**src/rtl/ifetch_unit.sv**
```systemverilog
// Instruction fetch unit: fetches 32-bit words and presents them to the decoder with redirect support.
// Define IFETCH_ICACHE_EN to build the direct-mapped I-cache; without it every fetch goes to memory.
module ifetch_unit #(
    parameter int unsigned ICACHE_IDX_W = 4,
    parameter logic [31:0] RESET_PC     = 32'h0000_0000
) (
    input  logic        clk,
    input  logic        rst,
    input  logic        rdy,
    input  logic        need_inst,
    input  logic        clear_inst,
    input  logic [31:0] if_addr,
    output logic [31:0] PC,
    output logic [31:0] inst_in,
    output logic        instcache_ready_out,
    output logic        mem_req,
    output logic [31:0] mem_addr,
    input  logic        mem_ready,
    input  logic [31:0] mem_data
);

    typedef enum logic [1:0] {FETCH, MISS, DISCARD, HOLD} state_e;

    state_e      state_q;
    logic [31:0] fetchPc_q;
    logic [31:0] pc_q;
    logic [31:0] inst_q;
    logic        ready_q;
    logic        memReq_q;
    logic [31:0] memAddr_q;

    logic        cacheHit;
    logic [31:0] cacheData;
    logic        consume;
    logic [31:0] redirectPc_d;
    logic        unusedIfAddr;

    assign consume      = ready_q && !need_inst;
    assign redirectPc_d = {if_addr[31:1], 1'b0};
    assign unusedIfAddr = if_addr[0];

`ifdef IFETCH_ICACHE_EN
    localparam int unsigned LINES = 1 << ICACHE_IDX_W;
    localparam int unsigned TAG_W = 30 - ICACHE_IDX_W;

    logic [LINES-1:0]        valid_q;
    logic [TAG_W-1:0]        tagMem  [LINES];
    logic [31:0]             dataMem [LINES];
    logic [ICACHE_IDX_W-1:0] lookupIdx;
    logic [TAG_W-1:0]        lookupTag;
    logic                    fillEn;

    assign lookupIdx = fetchPc_q[ICACHE_IDX_W+1:2];
    assign lookupTag = fetchPc_q[31:ICACHE_IDX_W+2];
    assign cacheHit  = valid_q[lookupIdx] && (tagMem[lookupIdx] == lookupTag);
    assign cacheData = dataMem[lookupIdx];
    // A returning word fills its line even when a redirect arrives in the same cycle.
    assign fillEn    = rdy && (state_q == MISS) && mem_ready;

    always_ff @(posedge clk or negedge rst) begin
        if (!rst) begin
            valid_q <= '0;
        end else if (fillEn) begin
            valid_q[lookupIdx] <= 1'b1;
        end
    end

    always_ff @(posedge clk) begin
        if (fillEn) begin
            tagMem[lookupIdx]  <= lookupTag;
            dataMem[lookupIdx] <= mem_data;
        end
    end
`else
    localparam int unsigned unusedIdxW = ICACHE_IDX_W;

    assign cacheHit  = 1'b0;
    assign cacheData = '0;
`endif

    // Redirect beats every state and consumption; an outstanding response is drained in DISCARD.
    always_ff @(posedge clk or negedge rst) begin
        if (!rst) begin
            state_q   <= FETCH;
            fetchPc_q <= RESET_PC;
            pc_q      <= '0;
            inst_q    <= '0;
            ready_q   <= 1'b0;
            memReq_q  <= 1'b0;
            memAddr_q <= '0;
        end else if (rdy) begin
            if (clear_inst) begin
                fetchPc_q <= redirectPc_d;
                ready_q   <= 1'b0;
                memReq_q  <= 1'b0;
                if ((state_q == MISS || state_q == DISCARD) && !mem_ready) begin
                    state_q <= DISCARD;
                end else begin
                    state_q <= FETCH;
                end
            end else begin
                case (state_q)
                    FETCH: begin
                        if (cacheHit) begin
                            pc_q    <= fetchPc_q;
                            inst_q  <= cacheData;
                            ready_q <= 1'b1;
                            state_q <= HOLD;
                        end else begin
                            memReq_q  <= 1'b1;
                            memAddr_q <= fetchPc_q;
                            state_q   <= MISS;
                        end
                    end
                    MISS: begin
                        if (mem_ready) begin
                            memReq_q <= 1'b0;
                            pc_q     <= fetchPc_q;
                            inst_q   <= mem_data;
                            ready_q  <= 1'b1;
                            state_q  <= HOLD;
                        end
                    end
                    DISCARD: begin
                        if (mem_ready) begin
                            state_q <= FETCH;
                        end
                    end
                    HOLD: begin
                        if (consume) begin
                            fetchPc_q <= pc_q + 32'd4;
                            ready_q   <= 1'b0;
                            state_q   <= FETCH;
                        end
                    end
                    default: state_q <= FETCH;
                endcase
            end
        end
    end

    assign PC                  = pc_q;
    assign inst_in             = inst_q;
    assign instcache_ready_out = ready_q;
    assign mem_req             = memReq_q;
    assign mem_addr            = memAddr_q;

endmodule
```
**config.mk**
```make
export PLATFORM = sky130hd
export DESIGN_NAME = ifetch_unit
export DESIGN_NICKNAME = d
export VERILOG_FILES = /design/src/rtl/ifetch_unit.sv
export SDC_FILE = /design/constraint.sdc
export NUM_CORES = 1
export LEC_CHECK = 0
export BUFFER_PORTS_ARGS = -buffer_cell sky130_fd_sc_hd__buf_2
export CAP_MARGIN = 0
export CORE_ASPECT_RATIO = 1.25
export CORE_MARGIN = 3
export CORE_UTILIZATION = 55
export DETAILED_ROUTE_END_ITERATION = 8
export GPL_TIMING_DRIVEN = 0
export HOLD_SLACK_MARGIN = 0.08
export PLACE_DENSITY = 0.88
export SYNTH_ARGS = -nofsm -noshare
export SYNTH_HDL_FRONTEND = slang
export SYNTH_SLANG_ARGS = --single-unit
```
**constraint.sdc**
```tcl
create_clock -name clk -period 3.5 [get_ports clk]
set_clock_uncertainty 0.15 [all_clocks]
set_input_delay 0 -clock clk [delete_from_list [all_inputs] [get_ports clk]]
set_output_delay 0 -clock clk [all_outputs]
set_load 0.005 [all_outputs]
```
## Word-level counts from Yosys, hierarchy flattened

Index checks and enable logic that the tools add are counted.
Widths: inputs -> output; s select.

| word-level totals | value |
|---|---|
| output and inout port bits | 98 |
| input port bits | 70 |
| flip-flop bits (word level) | 132 |
| logic and storage cells | 47 |

| cells by class | value |
|---|---|
| bitwise operators | 1 |
| reduce and logical (&&, ||, !) cells | 16 |
| $add $sub $neg | 1 |
| eq/ne operators | 6 |
| muxes and demuxes | 16 |

Operators by type and width:

| kind | count |
|---|---|
| $mux 32 | 3 |
| $add 32x3->32 const B | 1 |
| $reduce_and 4->1 | 3 |
| $mux 2 | 5 |
| $ne 3x3->1 const B | 3 |
| $reduce_and 3->1 | 3 |
| $pmux 2 s4 | 1 |
| $reduce_bool 3->1 | 2 |
| $mux 1 | 5 |
| $eq 2x2->1 const B | 2 |
| $pmux 1 s2 | 2 |
| $reduce_bool 2->1 | 2 |
| $eq 2x1->1 const B | 1 |
| $logic_and 1x1->1 | 2 |
| $logic_not 1->1 | 2 |
| $logic_not 2->1 | 1 |
| $logic_or 1x1->1 | 1 |
| $not 1->1 | 1 |

## Longest topological paths before layout

| depth | value |
|---|---|
| word-level depth | 5 |
| gate-level depth with buffers | 8 |
| mapped depth without buffers | 7 |

## Worst setup path after synthesis

No wires, ideal clock.

| timing | value |
|---|---|
| path kind | register to register |
| from | reg state_q[1] |
| to | reg pc_q[0] (netlist: PC[0]) |
| path buffers | 2 |
| setup slack | 1.618 ns |
| setup time | 0.125 ns |
| stages on the path, launching flop included | 7 |
| clock period less this slack | 1.882 ns |
| data required time | 3.225 ns |
| arrival | 1.608 ns |
| cells stage by stage | dfrtp_1 inv_1 ha_1 nand4b_1 clkbuf_1 buf_2 mux2_2 |

| between the ends | value |
|---|---|
| cells in the longest elaborated chain, start to end | 2 |

Ends and longest elaborated chain:

| item | line | RTL |
|---|---|---|
| start, declared | 24 | `state_e state_q;` |
| start signal, assigned | 84 | `state_q <= FETCH;` |
| start signal, assigned | 97 | `state_q <= DISCARD;` |
| start signal, assigned | 99 | `state_q <= FETCH;` |
| $eq 2x1->1 | 102 | `case (state_q)` |
| $reduce_and 4->1 (no line) | n/a |  |
| end signal, assigned | 105 | `pc_q <= fetchPc_q;` |
| end signal, assigned | 118 | `pc_q <= fetchPc_q;` |
| end, declared | 26 | `logic [31:0] pc_q;` |

Every way passes these cells.
A chain may end at the register's enable or synchronous reset.

## Worst setup path in the final report

| timing | value |
|---|---|
| from | reg state_q[1] |
| to | reg ready_q (netlist: instcache_ready_out) |

| between the ends | value |
|---|---|
| cells in the longest elaborated chain, start to end | 3 |
| elaborated cells between the ends (all ways) | 8 |
| those cells by class | 4 x eq/ne; 2 x mux; 2 x reduce/logical |

Ends and longest elaborated chain:

| item | line | RTL |
|---|---|---|
| $eq 2x2->1 or $eq 2x1->1 (tied branches) | 102 |  |
| $ne 3x3->1 (no line), or another cell as far along | n/a |  |
| $reduce_and 4->1 (no line) or $mux 1 (tied branches) | n/a |  |
| end signal, assigned | 94 | `ready_q <= 1'b0;` |
| end signal, assigned | 107 | `ready_q <= 1'b1;` |
| end signal, assigned | 120 | `ready_q <= 1'b1;` |
| end, declared | 28 | `logic ready_q;` |

Several ways; a longest one is shown, not always the timed one.

==> results.sh <==
export IMPL_numCtsBuffers=17
export IMPL_h_tree_depth=4
export IMPL_diodes=0
export IMPL_cp_arrival_ps=3070
export IMPL_leakagePower_nw=4.20
export IMPL_cts_tree="done"
export IMPL_clock_fmax_ghz=0.343
export IMPL_worst_slew_pin_slew_ps=678
export IMPL_initial_core_util_pct=57.6
export IMPL_insertion_delay_ps=420
export IMPL_vias=5073
export IMPL_path_class="reg2reg"
export IMPL_tns_ps=0
export IMPL_antenna_found_initial=0
export IMPL_yosysUniqueCellTypes=45
export IMPL_slew_viol_final=0
export IMPL_design_die_area_um2=12100
export IMPL_period_needed_ps=2920
export IMPL_slew_headroom_pct=54.6
export IMPL_grt_pass1_vias=5456
export IMPL_drtIter0Drc=292
export IMPL_place_congestion=0.849
export IMPL_fin_nets=824
export IMPL_drc=0
export IMPL_cts_buffer_depth=2
export IMPL_outcome="completed"
export IMPL_cts_hold_buf=84
export IMPL_core_rowCount=41
export IMPL_synth_warning_count=0
export IMPL_postSynthAreaPerCell_um2=12.5
export IMPL_routed_via_density=5.70
export IMPL_port_buffers=166
export IMPL_finalPower_w=0.00622
export IMPL_syn2layout_area_growth_pct=42.6
export IMPL_final_cells=890
export IMPL_min_path_type="in2reg"
export IMPL_synth_fp_nets=554
export IMPL_grt_setup_unrepaired="false"
export IMPL_gr_total_overflow=0
export IMPL_synth_seq_area_share_pct=55.4
export IMPL_pwr_density_cell_nw_per_um2=731
export IMPL_ir_worst_vdd_uv=507
export IMPL_grt_max_degree=67
export IMPL_place_detailed_hpwl_mm=10.7
export IMPL_grt_util_all_layers_pct=30.2
export IMPL_grt_pass1_wl_mm=28.2
export IMPL_cp_start_kind="flop"
export IMPL_synth_area_um2=5970
export IMPL_synth_cells=478
export IMPL_crit_fanout=5
export IMPL_hold_violations=0
export IMPL_cts_sinks=132
export IMPL_routed_wl_mm=18.0
export IMPL_layout_worst_path_cycle_share_pct=83.4
export IMPL_path_clk_slew_ps=60
export IMPL_antenna_left=0
export IMPL_maxCapViolations=0
export IMPL_cts_resized=0
export IMPL_io_pins=168
export IMPL_wl_per_cell_um=20.2
export IMPL_whs_ps=131
export IMPL_die_h_um=122
export IMPL_final_layout_size_suffix_gt1_share_pct=43.0
export IMPL_core_um2=10400
export IMPL_fin_util_pct=82.1
export IMPL_end_kind="flop"
export IMPL_crit_required_ps=3650
export IMPL_chipWidth_um=99.2
export IMPL_place_inst=774
export IMPL_cts_setup_buffers=0
export IMPL_drt_pass1_iterations=7
export IMPL_ys_seq_elements=132
export IMPL_setup_viol=0
export IMPL_cts_root_buf="clkbuf_16"
[placed cells by master (no fill, tap or decap), types with 4 or more instances in the layout]
cell,instances
buf_2,175
a21oi_1,26
mux2_2,97
xnor2_1,11
o21ai_0,18
dlygate4sd3_1,83
clkinvlp_4,4
ha_1,6
nor2_1,14
nand2_1,25
dfrtp_1,132
clkbuf_1,12
bufinv_16,5
buf_6,4
mux2i_1,6
nand2b_1,4
and3_1,18
nand4_1,9
clkbuf_16,17
xor2_1,15
nand3_1,9
inv_1,10
o21ai_1,12
[sequential cells by signal (all words and copies together), names as in the netlist]
signal and count:
mem_addr 32, instcache_ready_out 1, mem_req 1, PC 32
state_q 2, inst_in 32, fetchPc_q 32
[power breakdown]
| group | leakage (nW) | switching, W | internal [W] |
|---|---|---|---|
| combinational | 2.20 | 0.000737 | 0.000962 |
| sequential | 1.69 | 0.000469 | 0.00207 |
| clock | 0.308 | 0.000683 | 0.00130 |
[cell families (layout without fill, tap and decap cells)]
group | Yosys count | in the layout | share of synthesized area, %
adders and majority gates | 6 | 6 | 1.26
buffers and inverters | 37 | 320 | 3.21
xor gates and xnor gates | 26 | 26 | 3.82
muxes | 103 | 103 | 19.3
and+or+nand+nor | 106 | 106 | 10.7
DFF | 132 | 132 | 55.4
AOI/OAI and AO/OA | 68 | 68 | 6.31
[per-stage QoR]
stage | setup WS, ps | cell area [um2]
floorplan | 1620 | 5970
global placement | 687 | 6960
detailed placement | 1120 | 6990
CTS | 683 | 8510
global route | 486 | 8510
finish | 582 | 8510
[area by class of cell]
cell class	count	area, um2
Tap cell	129	161
Sequential cell	132	3300
Fill cell	540	1850
Buffer	27	154
Timing Repair Buffer	251	1720
Clock inverter	12	203
Clock buffer	20	457
Inverter	10	37.5
Multi-Input combinational cell	309	2470
[routing by layer]
layer | wire (um) | up-vias | GRT usage, %
met5 | 0 | - | 0
met4 | 787 | 0 | 16.4
met3 | 1530 | 61 | 8.47
met2 | 9430 | 302 | 52.6
met1 | 6280 | 2471 | 33.3
li1 | - | 2239 | -
[worst paths after layout]
kind | from | to | cells after the start | slack (ps)
setup / recovery | state_q[1] | instcache_ready_out | 8 | 580
max in group asynchronous | rst | mem_addr[27] | 4 | 2390
setup reg to reg | state_q[1] | instcache_ready_out | 8 | 580
hold / removal | clear_inst | fetchPc_q[28] | 5 | 130
hold reg to reg | inst_in[24] | inst_in[24] | 1 | 350
min in group asynchronous | rst | fetchPc_q[7] | 4 | 520
[worst max-delay path, cell delays in order (launching register included)]
cell and delay, ps:
dfrtp_1 400, inv_1 130, ha_1 270, nand2b_1 110
o21a_1 250, a32oi_1 250, dlygate4sd3_1 590, o22ai_1 70
dlygate4sd3_1 590
[cell usage after synthesis, drive strengths merged]
cell	number	area (um2)
o22ai	1	6.26
o21a	2	15.0
a31o	2	17.5
nand4b	2	17.5
mux2	97	1090
a32oi	2	17.5
nand2b	4	25.0
mux2i	6	60.1
or2	2	12.5
inv	10	37.5
nand2	25	93.8
nand4	10	68.8
clkbuf	13	62.6
and4	2	17.5
nor2b	3	18.8
nor2	14	52.6
o21ai	32	168
buf	14	91.3
dfrtp	132	3300
nand3b	2	15.0
nand3	11	72.6
xnor2	11	96.3
xor2	15	131
nor3	2	15.0
nor4	7	92.6
or3	2	12.5
ha	6	75.1
and2	1	6.26
a21oi	26	130
and3	19	120
o31ai	3	22.5
Note: power is estimated with default switching activity, not from simulation.
